<file path="config.mk">
export PLATFORM = sky130hd
export DESIGN_NAME = range_sequencer
export DESIGN_NICKNAME = d
export VERILOG_FILES = /design/src/rtl/range_pkg.sv /design/src/rtl/range_sequencer_echo_sync.sv /design/src/rtl/range_sequencer.sv
export SDC_FILE = /design/constraint.sdc
export NUM_CORES = 1
export LEC_CHECK = 0
export BUFFER_PORTS_ARGS = -buffer_cell sky130_fd_sc_hd__buf_4
export CORE_AREA = 2 2 105 107
export CTS_CLUSTER_SIZE = 12
export DETAILED_ROUTE_END_ITERATION = 12
export DIE_AREA = 0 0 107 109
export PLACE_DENSITY = 0.79
export SYNTH_ARGS = -nofsm -noshare
export SYNTH_HDL_FRONTEND = slang
export SYNTH_SLANG_ARGS = --single-unit
</file>
<file path="constraint.sdc">
create_clock -name clk -period 3.9 [get_ports clk]
set_input_delay 0.975 -clock clk [delete_from_list [all_inputs] [get_ports clk]]
set_output_delay 0.975 -clock clk [all_outputs]
set_load 0.01 [all_outputs]
</file>
<file path="src/rtl/range_pkg.sv">
// Shared encodings and sizing helpers for the ultrasonic range sequencer.
package range_pkg;

  localparam int ST_W = 3;
  localparam logic [ST_W-1:0] ST_IDLE      = 3'd0;
  localparam logic [ST_W-1:0] ST_TRIG      = 3'd1;
  localparam logic [ST_W-1:0] ST_WAIT_RISE = 3'd2;
  localparam logic [ST_W-1:0] ST_MEASURE   = 3'd3;
  localparam logic [ST_W-1:0] ST_HOLDOFF   = 3'd4;

  // Bits needed for a counter that must be able to hold max_val.
  function automatic int cnt_width(input int max_val);
    int w;
    w = 1;
    while (w < 31 && (1 << w) <= max_val) w++;
    return w;
  endfunction

endpackage

</file>
<file path="src/rtl/range_sequencer_echo_sync.sv">
// Two-flop synchronizer for an asynchronous pin with registered edge pulses
// aligned to the cycle in which the synchronized level changes.
module echo_sync (
  input  logic clk,
  input  logic reset,
  input  logic async_i,
  output logic rise_o,
  output logic fall_o
);

  logic meta_q, sync_q, rise_q, fall_q;

  always_ff @(posedge clk) begin
    if (reset) begin
      meta_q <= 1'b0;
      sync_q <= 1'b0;
      rise_q <= 1'b0;
      fall_q <= 1'b0;
    end else begin
      meta_q <= async_i;
      sync_q <= meta_q;
      rise_q <= meta_q & ~sync_q;
      fall_q <= ~meta_q & sync_q;
    end
  end

  assign rise_o = rise_q;
  assign fall_o = fall_q;

endmodule

</file>
<file path="src/rtl/range_sequencer.sv">
// Trigger/echo ranging controller: fires trigger pulses on a fixed period, times
// the echo in prescaled ticks, rejects timeouts and averages good samples.
module range_sequencer
  import range_pkg::*;
#(
  parameter int TRIG_CYCLES    = 500,
  parameter int TICK_DIV       = 50,
  parameter int TIMEOUT_CYCLES = 1500000,
  parameter int PERIOD_CYCLES  = 3000000,
  parameter int CNT_W          = 16,
  parameter int AVG_LOG2       = 2
) (
  input  logic                clk,
  input  logic                reset,
  input  logic                enable_i,
  input  logic                start_i,
  input  logic                clr_err_i,
  input  logic                echo_i,
  output logic                trig_o,
  output logic [CNT_W-1:0]    dist_o,
  output logic                dist_valid_o,
  output logic                busy_o,
  output logic                timeout_o,
  output logic [AVG_LOG2:0]   sample_cnt_o
);

  localparam int TRIG_W = cnt_width(TRIG_CYCLES);
  localparam int PER_W  = cnt_width(PERIOD_CYCLES);
  localparam int TO_W   = cnt_width(TIMEOUT_CYCLES);
  localparam int PRE_W  = cnt_width(TICK_DIV);
  localparam int ACC_W  = CNT_W + AVG_LOG2;
  localparam int SCNT_W = AVG_LOG2 + 1;

  logic echo_rise, echo_fall;

  echo_sync u_echo_sync (
    .clk     (clk),
    .reset   (reset),
    .async_i (echo_i),
    .rise_o  (echo_rise),
    .fall_o  (echo_fall)
  );

  logic [ST_W-1:0]   state_q, state_d;
  logic [TRIG_W-1:0] trig_cnt_q, trig_cnt_d;
  logic [PER_W-1:0]  per_cnt_q, per_cnt_d;
  logic [TO_W-1:0]   to_cnt_q, to_cnt_d;
  logic [PRE_W-1:0]  pre_q, pre_d;
  logic [CNT_W-1:0]  tick_q, tick_d;
  logic [ACC_W-1:0]  acc_q, acc_d;
  logic [SCNT_W-1:0] scnt_q, scnt_d;
  logic [CNT_W-1:0]  dist_q, dist_d;
  logic              dv_q, dv_d;
  logic              timeout_q, timeout_d;
  logic              burst_q, burst_d;

  logic              tick_en, to_hit, per_done, good, abandon;
  logic [CNT_W-1:0]  tick_inc;
  logic [ACC_W-1:0]  acc_new;
  logic [SCNT_W-1:0] scnt_new;

  always_ff @(posedge clk) begin
    if (reset) begin
      state_q    <= ST_IDLE;
      trig_cnt_q <= '0;
      per_cnt_q  <= '0;
      to_cnt_q   <= '0;
      pre_q      <= '0;
      tick_q     <= '0;
      acc_q      <= '0;
      scnt_q     <= '0;
      dist_q     <= '0;
      dv_q       <= 1'b0;
      timeout_q  <= 1'b0;
      burst_q    <= 1'b0;
    end else begin
      state_q    <= state_d;
      trig_cnt_q <= trig_cnt_d;
      per_cnt_q  <= per_cnt_d;
      to_cnt_q   <= to_cnt_d;
      pre_q      <= pre_d;
      tick_q     <= tick_d;
      acc_q      <= acc_d;
      scnt_q     <= scnt_d;
      dist_q     <= dist_d;
      dv_q       <= dv_d;
      timeout_q  <= timeout_d;
      burst_q    <= burst_d;
    end
  end

  always_comb begin
    tick_en  = (pre_q == PRE_W'(TICK_DIV - 1));
    tick_inc = (tick_en && tick_q != '1) ? tick_q + 1'b1 : tick_q;
    acc_new  = acc_q + ACC_W'(tick_inc);
    scnt_new = scnt_q + 1'b1;
    to_hit   = (to_cnt_q == TO_W'(TIMEOUT_CYCLES - 1));
    per_done = (per_cnt_q >= PER_W'(PERIOD_CYCLES - 1));
    good     = 1'b0;
    abandon  = 1'b0;

    state_d    = state_q;
    trig_cnt_d = trig_cnt_q;
    per_cnt_d  = per_done ? per_cnt_q : per_cnt_q + 1'b1;
    to_cnt_d   = to_cnt_q;
    pre_d      = pre_q;
    tick_d     = tick_q;
    acc_d      = acc_q;
    scnt_d     = scnt_q;
    dist_d     = dist_q;
    dv_d       = 1'b0;
    timeout_d  = clr_err_i ? 1'b0 : timeout_q;
    burst_d    = burst_q;

    case (state_q)
      ST_IDLE: begin
        if (enable_i || start_i) begin
          state_d    = ST_TRIG;
          trig_cnt_d = '0;
          per_cnt_d  = '0;
          burst_d    = ~enable_i;
        end
      end
      ST_TRIG: begin
        if (trig_cnt_q == TRIG_W'(TRIG_CYCLES - 1)) begin
          state_d  = ST_WAIT_RISE;
          to_cnt_d = '0;
        end else begin
          trig_cnt_d = trig_cnt_q + 1'b1;
        end
      end
      ST_WAIT_RISE: begin
        to_cnt_d = to_cnt_q + 1'b1;
        if (to_hit) begin
          abandon = 1'b1;
        end else if (echo_rise) begin
          state_d = ST_MEASURE;
          pre_d   = '0;
          tick_d  = '0;
        end
      end
      ST_MEASURE: begin
        to_cnt_d = to_cnt_q + 1'b1;
        pre_d    = tick_en ? '0 : pre_q + 1'b1;
        tick_d   = tick_inc;
        // The final cycle's tick is included so the sample spans the full echo.
        if (echo_fall) good = 1'b1;
        else if (to_hit) abandon = 1'b1;
      end
      ST_HOLDOFF: begin
        if (per_done) begin
          if (enable_i || burst_q) begin
            state_d    = ST_TRIG;
            trig_cnt_d = '0;
            per_cnt_d  = '0;
          end else begin
            state_d = ST_IDLE;
          end
        end
      end
      default: state_d = ST_IDLE;
    endcase

    if (abandon) begin
      state_d   = ST_HOLDOFF;
      timeout_d = 1'b1;
      acc_d     = '0;
      scnt_d    = '0;
      burst_d   = 1'b0;
    end

    if (good) begin
      state_d = ST_HOLDOFF;
      if (scnt_new == SCNT_W'(1 << AVG_LOG2)) begin
        dist_d  = CNT_W'(acc_new >> AVG_LOG2);
        dv_d    = 1'b1;
        acc_d   = '0;
        scnt_d  = '0;
        burst_d = 1'b0;
      end else begin
        acc_d  = acc_new;
        scnt_d = scnt_new;
      end
    end
  end

  always_comb begin
    trig_o       = (state_q == ST_TRIG);
    busy_o       = (state_q != ST_IDLE);
    dist_o       = dist_q;
    dist_valid_o = dv_q;
    timeout_o    = timeout_q;
    sample_cnt_o = scnt_q;
  end

endmodule

</file>
== Word-level counts from Yosys, hierarchy flattened ==
Index checks and enable logic that the tools add are counted.

* Register bits after elaboration: 121
* Input bits: 6
* Output and inout port bits: 23
* Logic and storage cells: 121

* Add/subtract/negate cells: 7
* $lt $le $gt $ge: 1
* Eq/ne operators: 22
* Multiplexer cells: 48
* Bitwise gates (word level): 7
* Reduce and logical (&&, ||, !) cells: 19

{| class="wikitable"
|+ Operators with widths
! operator !! number
|-
| $mux W22 || 4
|-
| $mux W18 || 3
|-
| $mux W16 || 3
|-
| $pmux W22 S2 || 1
|-
| $pmux W21 S2 || 1
|-
| $mux W9 || 4
|-
| $pmux W16 S2 || 1
|-
| $mux W3 || 10
|-
| $pmux W9 S3 || 1
|-
| $add A22 B1 Y22 const B || 1
|-
| $ge A22 B22 Y1 const B || 1
|-
| $add A21 B1 Y21 const B || 1
|-
| $eq A21 B21 Y1 const B || 1
|-
| $mux W21 || 1
|-
| $add A18 B16 Y18 || 1
|-
| $mux W6 || 3
|-
| $add A16 B1 Y16 const B || 1
|-
| $ne A16 B16 Y1 const B || 1
|-
| $pmux W3 S5 || 1
|-
| $mux W1 || 13
|-
| $ne A4 B4 Y1 const B || 3
|-
| $pmux W6 S2 || 1
|-
| $reduce_and A6 Y1 || 2
|-
| $ne A2 B2 Y1 const B || 5
|-
| other kinds (25) || 40
|}

== Longest topological paths before layout ==
Gate-level depths: netlist (run 1).

* Word-level depth: 7
* Depth in mapped cells: 17

== By module ==
A second synthesis (run 1) with hierarchy kept.

* Cells, all modules: 797
* Area total of the unflattened synthesis: 6522.5 µm²

{| class="wikitable"
|+ By module, submodules not included
! module !! instances !! cells an instance !! area each (µm²) !! sequential area each (µm²)
|-
| range_sequencer || 1 || 789 || 6404.9 || 2342.2
|-
| echo_sync || 1 || 8 || 117.6 || 80.1
|}

== Worst setup path before layout (run 1) ==
No wires, ideal clock.

* Kind: register to register
* From: register tick_q[2]
* To: register dist_q[13], in the netlist dist_o[13]
* Setup time: 0.062 ns
* Arrival time: 3.365 ns
* Required time: 3.838 ns
* Setup slack: 0.473 ns
* Stages on the path, launching flop included: 14
* Buffers on the path: 1
* Cell sequence: dfxtp_1 -> clkbuf_2 -> and4_1 -> nand4_2 -> o21ai_0 -> mux2_2 -> ha_1 -> a21o_1 -> and4_1 -> o21ai_0 -> o311ai_2 -> a21oi_2 -> or4_1 -> nand3_1

* Cells in the longest elaborated chain, start to end: 4

{| class="wikitable"
|+ RTL lines
! what !! line !! text
|-
| start, declared || range_sequencer.sv:49 || <nowiki>logic [CNT_W-1:0] tick_q, tick_d;</nowiki>
|-
| start signal, assigned || range_sequencer.sv:82 || <nowiki>tick_q <= tick_d;</nowiki>
|-
| parallel branches: the longest is 2 deep, another holds $add A16 B1 Y16 || - ||
|-
| $mux W16 * || range_sequencer.sv:94 || <nowiki>tick_inc = (tick_en && tick_q != '1) ? tick_q + 1'b1 : tick_q;</nowiki>
|-
| $add A18 B16 Y18 * || range_sequencer.sv:95 || <nowiki>acc_new = acc_q + ACC_W'(tick_inc);</nowiki>
|-
| end signal, assigned || range_sequencer.sv:85 || <nowiki>dist_q <= dist_d;</nowiki>
|-
| end, declared || range_sequencer.sv:52 || <nowiki>logic [CNT_W-1:0] dist_q, dist_d;</nowiki>
|}

Mark *: on every way between the ends.
A chain may end at the register's enable or synchronous reset.

== Final worst setup path (run 1) ==
* From: register pre_q[0]
* To: register dist_q[14], in the netlist dist_o[14]

* Cells in the longest elaborated chain, start to end: 4

{| class="wikitable"
|+ RTL lines
! what !! line !! text
|-
| start, declared || range_sequencer.sv:48 || <nowiki>logic [PRE_W-1:0] pre_q, pre_d;</nowiki>
|-
| start signal, assigned || range_sequencer.sv:81 || <nowiki>pre_q <= pre_d;</nowiki>
|-
| $eq A6 B6 Y1 || range_sequencer.sv:93 || <nowiki>tick_en = (pre_q == PRE_W'(TICK_DIV - 1));</nowiki>
|-
| $logic_and A1 B1 Y1 || range_sequencer.sv:94 ||
|-
| $mux W16 || range_sequencer.sv:94 ||
|-
| $add A18 B16 Y18 || range_sequencer.sv:95 ||
|}

Every way passes these cells.

==> impl_metrics.tcl, run 1 <==
set metrics [dict create \
    n_antenna_cell 0 \
    synth_area_um2 6421 \
    drc_errors 0 \
    die-height_um 109 \
    yosys.area_share.adder_pct 4.988 \
    synth_seq_cells 121 \
    syn_to_final_growth_pct 13.31 \
    critical_path.max_fanout 6 \
    synthFlopType "dfxtp_1" \
    slew_viol_final 0 \
    grt_max_degree 52 \
    worstHoldPathType "reg -> reg" \
    leakagePower_nw 2.827 \
    tritoncts.num_buffers 17 \
    outcome "finished, final reports clean" \
    start_kind "flip-flop" \
    synth_top_area_share_pct 37.72 \
    portBuffers 28 \
    ant_nets 0 \
    synthMuxAreaShare_pct 0.6625 \
    synth_cell_type_count 76 \
    grt-ovfl-total 0 \
    synth_xor_area_share_pct 9.821 \
    clk_pin_slew_ps 50 \
    power_density_nw_per_um2 385.7 \
    cts_root_buffer "clkbuf_8" \
    grtUsageTotal_pct 26.37 \
    cp.arrival_ps 4050 \
    cts_tree "yes" \
    avgViaCountPerCell 6.055 \
    wire_per_inst_um 15.89 \
    placed_area_um2 6686 \
    antenna_found_initial 0 \
    fmax_mhz 276.2 \
    synthSimpleGateAreaFrac_pct 25.16 \
    synth_fp_nets 786 \
    layout_commonest_cell "dfxtp_1" \
    clk_latency_ps 520 \
    met2_usage_pct 44.68 \
    gp_congestion 0.9104 \
    tns_ps 0 \
    start_util_pct 60.56 \
    rows 38 \
    post-dp-hpwl_mm 10.16 \
    ys_seq_area_share_pct 37.72 \
    worstMarginPinSlew_ps 856.0 \
    cp.required_ps 4330 \
    ioPinCount 29 \
    netlist_instances 755 \
    post-route-period-util_pct 92.83 \
    core-area_um2 10600 \
    ys.warnings.count 0 \
    grt_pass1_wl_mm 24.54 \
    cp-end-kind "flip-flop" \
    drv_cap 0 \
    grt_pass1_vias 5377 \
    met3_usage_pct 6.396 \
    finalNetCount 810 \
    synth-compound-area-share_pct 17.67 \
    synthArstFlopShare_pct 0 \
    final_hold_viol_count 0 \
    cts.sinks 121 \
    hold_buffers 0 \
    htreeDepth 4 \
    syn_area_per_cell_um2 8.505 \
    nFillCells 834 \
    synth_top_family_by_area "simple AND/OR/NAND/NOR gates" \
    ir_worst_vdd_v 0.0002981 \
    busiest_layer "met2" \
    multi_input_area_um2 3756 \
    die-area_um2 11660 \
    fin_skew_ps 6.458 \
    cts.path.max_buffers 2 \
    synth_edf_count 0 \
    drt-initial-drc-count 372 \
    design_area_um2 7276 \
    yosys-top-cells-area "dfxtp_1 38%, xor2_1 6.0%, nor2_1 5.0%" \
    rsz0062_at_grt "no" \
    via_count 5625 \
    critPathKind "reg -> reg" \
    relSlewSlack_pct 42.73 \
    drtPass1Iterations 5 \
    yosysTopAreaCell "dfxtp_1" \
    regArea_um2 2422 \
    fp.dieW_um 107 \
    finalSetupViolations 0 \
    drt-total-wl_mm 14.77 \
    finalCriticalPeriod_ps 3620 \
    layout_common_cells "121 x dfxtp_1, 83 x nor2_1, 69 x nand2_1, 46 x a21oi_1, 44 x xor2_1" \
    drive_above_1_share_pct 12.17 \
    grtUsageMet1_pct 32.03 \
]
## through the flow
stage          power (mW)  setup WS, ps  utilization, %  std cells  hold slack, ps
2_1_floorplan       1.321         472.7               -        755           383.5
3_3_place_gp        1.335         281.0           63.06        898           393.1
3_5_place_dp        1.337         87.63           63.06        898           408.1
4_1_cts             2.822         15.29           68.36        927           414.8
5_1_grt             2.895         16.74           68.62        929           433.3
6_report            2.806         279.5           68.62        929           414.4
## sequential cells by signal (all words and copies together) (netlist names), 3 cells and up
name	cells
tick_q	16
dist_o	16
pre_q	6
to_cnt_q	21
sample_cnt_o	3
trig_cnt_q	9
acc_q	18
state_q	3
per_cnt_q	22
## worst max-delay path, cell delays in order, from the launching register on
cell and delay, ps:
dfxtp_1 390, ha_1 170, nand4b_1 150, nor2_2 210
nand3_1 150, nor2_2 270, nand2_1 150, xnor2_1 220
ha_1 330, o211a_1 240, o31ai_1 100, a21oi_1 170
o41ai_2 340, buf_4 180, o21ai_1 120, xnor2_1 140
a211oi_1 210
## metal layers
metal,part of all wire (%),routed length (um),vias to the layer above
li1,-,-,2755
met1,44,6516,2699
met2,50,7370,142
met3,4.2,621,29
met4,1.7,257,0
met5,0,0,-
## kinds of logic after synthesis
kind of cell | Yosys count
AO/OA/AOI/OAI | 170
XOR/XNOR | 72
adder cells (fa/ha/maj) | 25
buffers and inverters | 54
flip-flops | 121
multiplexers | 4
AND/OR/NAND/NOR | 309
## cell usage after synthesis, types with 3 or more instances
library cell  count
ha_1             24
o21a_1            3
nand2_1          69
nor3_1           13
or4_1             3
a21boi_0          4
nand4_1          22
nand3_1          27
nor2b_1          10
a22o_1           13
a21oi_2           3
and2_1            6
nor4_1            3
xor2_1           44
or2_2             3
o31ai_1           8
a211oi_1          8
inv_1            22
nor2_1           85
buf_2             5
a311oi_1          3
o21ai_0          43
dfxtp_1         121
and4_1            6
clkbuf_1         19
a21o_1            6
buf_6             5
or3_1             9
a21oi_1          47
nand3b_1          7
and3_1           20
xnor2_1          28
nand4b_1          5
a31oi_1           9
## power breakdown
part           total (mW)  internal, mW  switching (mW)
sequential           1.25          1.24         0.00771
clock                1.49         0.984           0.510
combinational      0.0618        0.0196          0.0422
## timing repair
action	4_1_cts	5_1_grt
gates resized for setup	0	9
setup buffers	0	2
setup endpoints to repair	0	17
## final cells by class
class                      count  area share (%)
clock buffer                  27           6.896
clock inverter                 2          0.8255
inverter                      22           1.135
multi-input combinational    580           51.63
sequential                   121           33.29
tap                          140           2.408
timing repair buffer          37           3.818
## path summary, 6_finish.rpt
path	end	slack (ps)	depth (start not counted)	start
worst max-delay path	dist_o[14]$_SDFFE_PP0P_	280	16	pre_q[0]$_SDFFE_PP0P_
worst min-delay path	u_echo_sync.rise_o$_SDFF_PP0_	410	1	u_echo_sync.sync_q$_SDFF_PP0_
worst max register to register	dist_o[14]$_SDFFE_PP0P_	280	16	pre_q[0]$_SDFFE_PP0P_
worst min register to register	u_echo_sync.rise_o$_SDFF_PP0_	410	1	u_echo_sync.sync_q$_SDFF_PP0_
(Power assumes the default switching activity.)
==> run 2: changes to the inputs <==
--- a/config.mk
+++ b/config.mk
@@ -6,11 +6,13 @@
 export NUM_CORES = 1
 export LEC_CHECK = 0
 export BUFFER_PORTS_ARGS = -buffer_cell sky130_fd_sc_hd__buf_4
+export CAP_MARGIN = 20
 export CORE_AREA = 2 2 105 107
 export CTS_CLUSTER_SIZE = 12
 export DETAILED_ROUTE_END_ITERATION = 12
 export DIE_AREA = 0 0 107 109
 export PLACE_DENSITY = 0.79
+export SKIP_LAST_GASP = 1
 export SYNTH_ARGS = -nofsm -noshare
 export SYNTH_HDL_FRONTEND = slang
 export SYNTH_SLANG_ARGS = --single-unit
==> constraint.sdc (replaced) <==
create_clock -name clk -period 3.55 [get_ports clk]
set_input_delay 0.8875 -clock clk [delete_from_list [all_inputs] [get_ports clk]]
set_output_delay 0.8875 -clock clk [all_outputs]
set_load 0.01 [all_outputs]
==> run 2 against run 1 <==
  * Worst setup slack got worse by 210 ps
  * Utilization grew 3.1 points
  * Global-route usage about the same
  * Worst hold slack lost 7.7 ps
  * Non-clock buffer count up 19
  * Critical endpoint unchanged
  * Final cell count up 2.3%
  * Clock skew fell by 0.54 ps
  * Maximum frequency up 4.2%
  * Sequential share of layout area is 1.3 points lower
  * Critical path depth down 1
  * Combinational power increased by 8.4%
  * Register-to-register slack worse by 210 ps
==> impl_metrics.tcl, run 2 (synthesis gave the netlist of run 1 again) <==
set metrics [dict create \
    finalCriticalPeriod_ps 3476 \
    ioPinCount 29 \
    critPathTopFamily "compound AO/OA/AOI/OAI gates" \
    drt-total-wl_mm 15.23 \
    post-place-ws_ps -96.79 \
    cp.required_ps 4000 \
    critPathKind "reg -> reg" \
    start_kind "flip-flop" \
    intPower_mw 2.521 \
    drive_above_1_share_pct 18.40 \
    cts.path.max_buffers 2 \
    cp.arrival_ps 3930 \
    clk_latency_ps 530 \
    power_density_nw_per_um2 417.4 \
    fin_skew_ps 5.914 \
    portBuffers 28 \
    final_hold_viol_count 0 \
    worstMarginPinSlew_ps 896.6 \
    leakagePower_nw 2.959 \
    start_util_pct 60.56 \
    ant_nets 0 \
    grt_pass1_vias 5329 \
    drc_errors 0 \
    grt_pass1_wl_mm 24.45 \
    largest_reg_flops 22 \
    post-dp-hpwl_mm 10.12 \
    rows 38 \
    rsz0062_at_grt "yes" \
    cpPeakStageDelay_ps 410 \
    cts_root_buffer "clkbuf_8" \
    ir_worst_vdd_v 0.0003573 \
    layout_commonest_cell "dfxtp_1" \
    core-area_um2 10600 \
    cts.sinks 121 \
    cp-end-kind "flip-flop" \
    die-area_um2 11660 \
    slew_viol_final 0 \
    critical_path.max_fanout 6 \
    worstHoldPathType "reg -> reg" \
    layout_common_cells "112 x dfxtp_1, 83 x nor2_1, 68 x nand2_1, 56 x buf_4, 45 x a21oi_1" \
    grt_max_degree 52 \
    avgViaCountPerCell 5.991 \
    drtPass1Iterations 5 \
    tritoncts.num_buffers 17 \
    cts_tree "yes" \
    grt-ovfl-total 0 \
    drt-initial-drc-count 435 \
    swShare_pct 20.56 \
    n_antenna_cell 0 \
    fmax_mhz 287.7 \
    cp_cell_sequence "inv_2 > ha_2 > nand4b_1 > nor2_4 > o211a_4 > buf_4 > xor2_1 > ha_1 > nor2b_1 > o31ai_2 > a21oi_2 > o41ai_4 > o21ai_1 > xnor2_1 > a211oi_1" \
    p_total_mw 3.174 \
    hold_buffers 0 \
    outcome "finished, final reports clean" \
    nFillCells 801 \
    cp_slowest_cell "o41ai_4" \
    antenna_found_initial 0 \
    path_buf_inv 2 \
    clk_pin_slew_ps 60 \
    syn_to_final_growth_pct 18.41 \
    grtUsageTotal_pct 26.39 \
    wire_per_inst_um 16.03 \
    die-height_um 109 \
    p_sw_mw 0.6524 \
    pwr-share-clk_pct 54.6 \
    seq_power_share_pct 43.3 \
    finalWorstSetupSlack_ps 74.21 \
    via_count 5691 \
    finalSetupViolations 0 \
    max_flop_register "per_cnt_q" \
    gp_congestion 0.8908 \
    fp.dieW_um 107 \
    relSlewSlack_pct 40.17 \
    drv_cap 0 \
    p_comb_share_pct 2.1 \
    post-route-period-util_pct 97.91 \
    finalNetCount 829 \
    htreeDepth 4 \
    top_regs "per_cnt_q: 22 flops, to_cnt_q: 21 flops, acc_q: 18 flops" \
]
run 2: cell types whose count changed in the layout (fill, tap and decap cells not counted), moves of 3 or more:
| cell | previous run | this run |
|---|---|---|
| buf_4 | 37 | 56 |
| dfxtp_1 | 121 | 112 |
| dfxtp_2 | 0 | 9 |
| clkinv_2 | 0 | 4 |
| ha_1 | 23 | 19 |
| clkbuf_1 | 5 | 2 |
| ha_2 | 1 | 4 |
run 2: cell type report:
class                      instances  area, um2  share of cell area [%]
timing repair buffer              56      420.4                   5.529
inverter                          22      82.58                   1.086
clock inverter                     8      117.6                   1.547
sequential                       121       2434                   32.01
multi-input combinational        580       3897                   51.26
clock buffer                      23      476.7                   6.270
tap                              140      175.2                   2.304
run 2: final timing paths:
check | start | end | slack (ps) | cells past startpoint
setup / recovery | pre_q[1]$_SDFFE_PP0P_ | dist_o[14]$_SDFFE_PP0P_ | 70 | 15
hold / removal | u_echo_sync.sync_q$_SDFF_PP0_ | u_echo_sync.rise_o$_SDFF_PP0_ | 410 | 1
setup reg to reg | pre_q[1]$_SDFFE_PP0P_ | dist_o[14]$_SDFFE_PP0P_ | 70 | 15
hold reg to reg | u_echo_sync.sync_q$_SDFF_PP0_ | u_echo_sync.rise_o$_SDFF_PP0_ | 410 | 1
run 2: layer usage:
metal  track usage, %  part of all wire [%]  up-vias
met1            31.70                    44     2712
met2            45.13                    49      163
li1                 -                     -     2786
met4            9.462                   1.8        0
met3            7.711                   5.5       30
met5                0                     0        -
run 2: timing repair:
| item | in CTS | in global routing |
|---|---|---|
| setup buffers | 1 | 12 |
| cloned | 0 | 0 |
| gates resized for setup | 1 | 47 |
| endpoints found under the setup margin | 4 | 21 |
| pin swaps | 1 | 17 |
run 2: power groups by stage:
stage                     Clock (mW)  Sequential [mW]  Combinational (mW)
after floorplan                    0             1.40              0.0519
after global placement             0             1.40              0.0645
after detailed placement           0             1.40              0.0665
after CTS                       1.75             1.37              0.0669
after global routing            1.82             1.37              0.0743
final                           1.73             1.37              0.0670
run 2: stage by stage:
| step | utilization [%] | area [um2] | hold WS [ps] | setup TNS, ps | instances |
|---|---|---|---|---|---|
| after floorplan | - | 6421 | 383.5 | 0 | 755 |
| after global placement | 63.63 | 6746 | 391.9 | 0 | 906 |
| after detailed placement | 63.63 | 6746 | 399.5 | -236.1 | 906 |
| after CTS | 69.33 | 7351 | 407.2 | -118.0 | 938 |
| after global routing | 71.71 | 7604 | 428.3 | -399.6 | 950 |
| final | 71.71 | 7604 | 406.6 | 0 | 950 |
==> run 3: changes to the inputs <==
--- a/config.mk
+++ b/config.mk
@@ -7,11 +7,10 @@
 export LEC_CHECK = 0
 export BUFFER_PORTS_ARGS = -buffer_cell sky130_fd_sc_hd__buf_4
 export CAP_MARGIN = 20
-export CORE_AREA = 2 2 105 107
+export CORE_AREA = 2 2 139 141
 export CTS_CLUSTER_SIZE = 12
 export DETAILED_ROUTE_END_ITERATION = 12
-export DIE_AREA = 0 0 107 109
-export PLACE_DENSITY = 0.79
+export DIE_AREA = 0 0 141 143
 export SKIP_LAST_GASP = 1
 export SYNTH_ARGS = -nofsm -noshare
 export SYNTH_HDL_FRONTEND = slang
==> run 3 against run 2 <==
  * Routed wire length down 3.2%
  * Cell area up 1.4%
  * Power up 0.72%
  * Clock power about the same
  * Sequential power about the same
  * Worst setup slack better by 74 ps
  * Register-to-register slack better by 70 ps
  * Die area up 73%
  * Via count down 3.9%
  * Final cell count up 11%
  * Highest routed layer unchanged
  * Critical path depth down 3
  * Flip-flop and latch count unchanged
==> impl_metrics.tcl, run 3 (synthesis gave the netlist of run 1 again) <==
set metrics [dict create \
    cts_root_buffer "clkbuf_16" \
    grt_pass1_vias 5206 \
    relSlewSlack_pct 36.51 \
    path_buf_inv 0 \
    largest_reg_flops 22 \
    nFillCells 1836 \
    htreeDepth 4 \
    drive_above_1_share_pct 17.14 \
    cts_tree "yes" \
    drc_errors 0 \
    pwr-share-clk_pct 54.9 \
    clk_latency_ps 420 \
    cp_slowest_cell "or4_1" \
    final_core_util_pct 41.48 \
    cts.path.max_buffers 2 \
    critPathKind "reg -> reg" \
    worstMarginPinSlew_ps 951.4 \
    fmax_mhz 293.9 \
    start_util_pct 34.56 \
    drt-total-wl_mm 14.74 \
    avgViaCountPerCell 5.205 \
    wire_per_inst_um 14.03 \
    start_kind "flip-flop" \
    ant_nets 0 \
    fin_skew_ps 12.54 \
    ioPinCount 29 \
    tritoncts.num_buffers 17 \
    grt_pass1_wl_mm 24.86 \
    intPower_mw 2.539 \
    finalSetupViolations 0 \
    swShare_pct 20.59 \
    slew_viol_final 0 \
    post-place-cells 1014 \
    max_flop_register "per_cnt_q" \
    antenna_found_initial 0 \
    cpPeakStageDelay_ps 420 \
    whs_ps 396.2 \
    outcome "finished, final reports clean" \
    grtUsageTotal_pct 15.27 \
    n_antenna_cell 0 \
    final_hold_viol_count 0 \
    layout_common_cells "118 x dfxtp_1, 83 x nor2_1, 68 x nand2_1, 62 x buf_4, 46 x a21oi_1" \
    clk_pin_slew_ps 60 \
    cp_cell_sequence "and4_4 > nand4_4 > o211a_4 > and3_2 > xor2_2 > ha_1 > nand4_1 > or2_4 > o311ai_4 > a21oi_1 > or4_1 > nand3_1" \
    layout_commonest_cell "dfxtp_1" \
    finalCriticalPeriod_ps 3402 \
    rows 50 \
    power_density_nw_per_um2 414.8 \
    post-dp-hpwl_mm 10.00 \
    die-area_um2 20160 \
    seq_power_share_pct 43.0 \
    portBuffers 28 \
    critical_path.max_fanout 4 \
    finalNetCount 836 \
    placed_area_um2 6969 \
    grt_max_degree 52 \
    design_area_um2 7707 \
    cp.required_ps 3900 \
    gp_congestion 0.8380 \
    leakagePower_nw 3.058 \
    critPathTopFamily "simple AND/OR/NAND/NOR gates" \
    post-route-period-util_pct 95.84 \
    top_regs "per_cnt_q: 22 flops, to_cnt_q: 21 flops, acc_q: 18 flops" \
    drv_cap 0 \
    fp.dieW_um 141 \
    p_comb_share_pct 2.1 \
    grt-ovfl-total 0 \
    syn_to_final_growth_pct 20.03 \
    drtPass1Iterations 4 \
    via_count 5470 \
    drt-initial-drc-count 286 \
    fin_cells 1051 \
    ir_worst_vdd_v 0.0002882 \
    core-area_um2 18580 \
    cp-end-kind "flip-flop" \
    die-height_um 143 \
    cts.sinks 121 \
    cp.arrival_ps 3750 \
    p_sw_mw 0.6581 \
    worstHoldPathType "reg -> reg" \
]
-- run 3: cell count changes in the layout (fill, tap and decap cells not counted), sizes merged --
cell / before / now
buf: 56 / 63
clkinvlp: 1 / 0
clkinv: 4 / 5
-- run 3: worst paths after layout --
check / end / start / depth (start not counted) / slack, ps
hold / removal: u_echo_sync.rise_o$_SDFF_PP0_ / u_echo_sync.sync_q$_SDFF_PP0_ / 1 / 400
hold reg to reg: u_echo_sync.rise_o$_SDFF_PP0_ / u_echo_sync.sync_q$_SDFF_PP0_ / 1 / 400
setup reg to reg: dist_o[11]$_SDFFE_PP0P_ / tick_q[4]$_SDFFE_PP0P_ / 12 / 150
setup / recovery: dist_o[11]$_SDFFE_PP0P_ / tick_q[4]$_SDFFE_PP0P_ / 12 / 150
-- run 3: stage by stage --
stage | setup TNS (ps) | setup WS, ps | power, mW
after CTS | -28.42 | -15.69 | 3.237
after detailed placement | -47.79 | -25.00 | 1.470
after global routing | -35.35 | -20.83 | 3.309
after floorplan | 0 | 122.7 | 1.451
final | 0 | 147.8 | 3.197
after global placement | 0 | 22.69 | 1.470
-- run 3: power by group through the flow --
| stage | clock [mW] | sequential [mW] | combinational [mW] |
|---|---|---|---|
| floorplan | 0 | 1.40 | 0.0519 |
| global placement | 0 | 1.40 | 0.0676 |
| detailed placement | 0 | 1.40 | 0.0677 |
| CTS | 1.80 | 1.37 | 0.0683 |
| global route | 1.86 | 1.37 | 0.0757 |
| finish | 1.75 | 1.37 | 0.0677 |
-- run 3: repair_timing --
action                     4_1_cts  5_1_grt
setup buffers                    0        6
pin swaps                        1       11
setup endpoints to repair        4       18
gates resized for setup          2       27
hold buffers                     0        0
-- run 3: area by class of cell --
class	instances	area [um2]	share of cell area, %
Sequential cell	121	2426	31.48
Inverter	22	82.58	1.071
Multi-Input combinational cell	580	3832	49.72
Clock buffer	23	478.0	6.201
Tap cell	234	292.8	3.799
Timing Repair Buffer	63	476.7	6.185
Clock inverter	8	118.9	1.542
-- run 3: per-layer routing --
metal	GRT usage (%)	share of wire [%]
met1	19.83	49
met2	24.44	46
met3	4.158	3.4
met4	5.474	1.5
met5	0	0
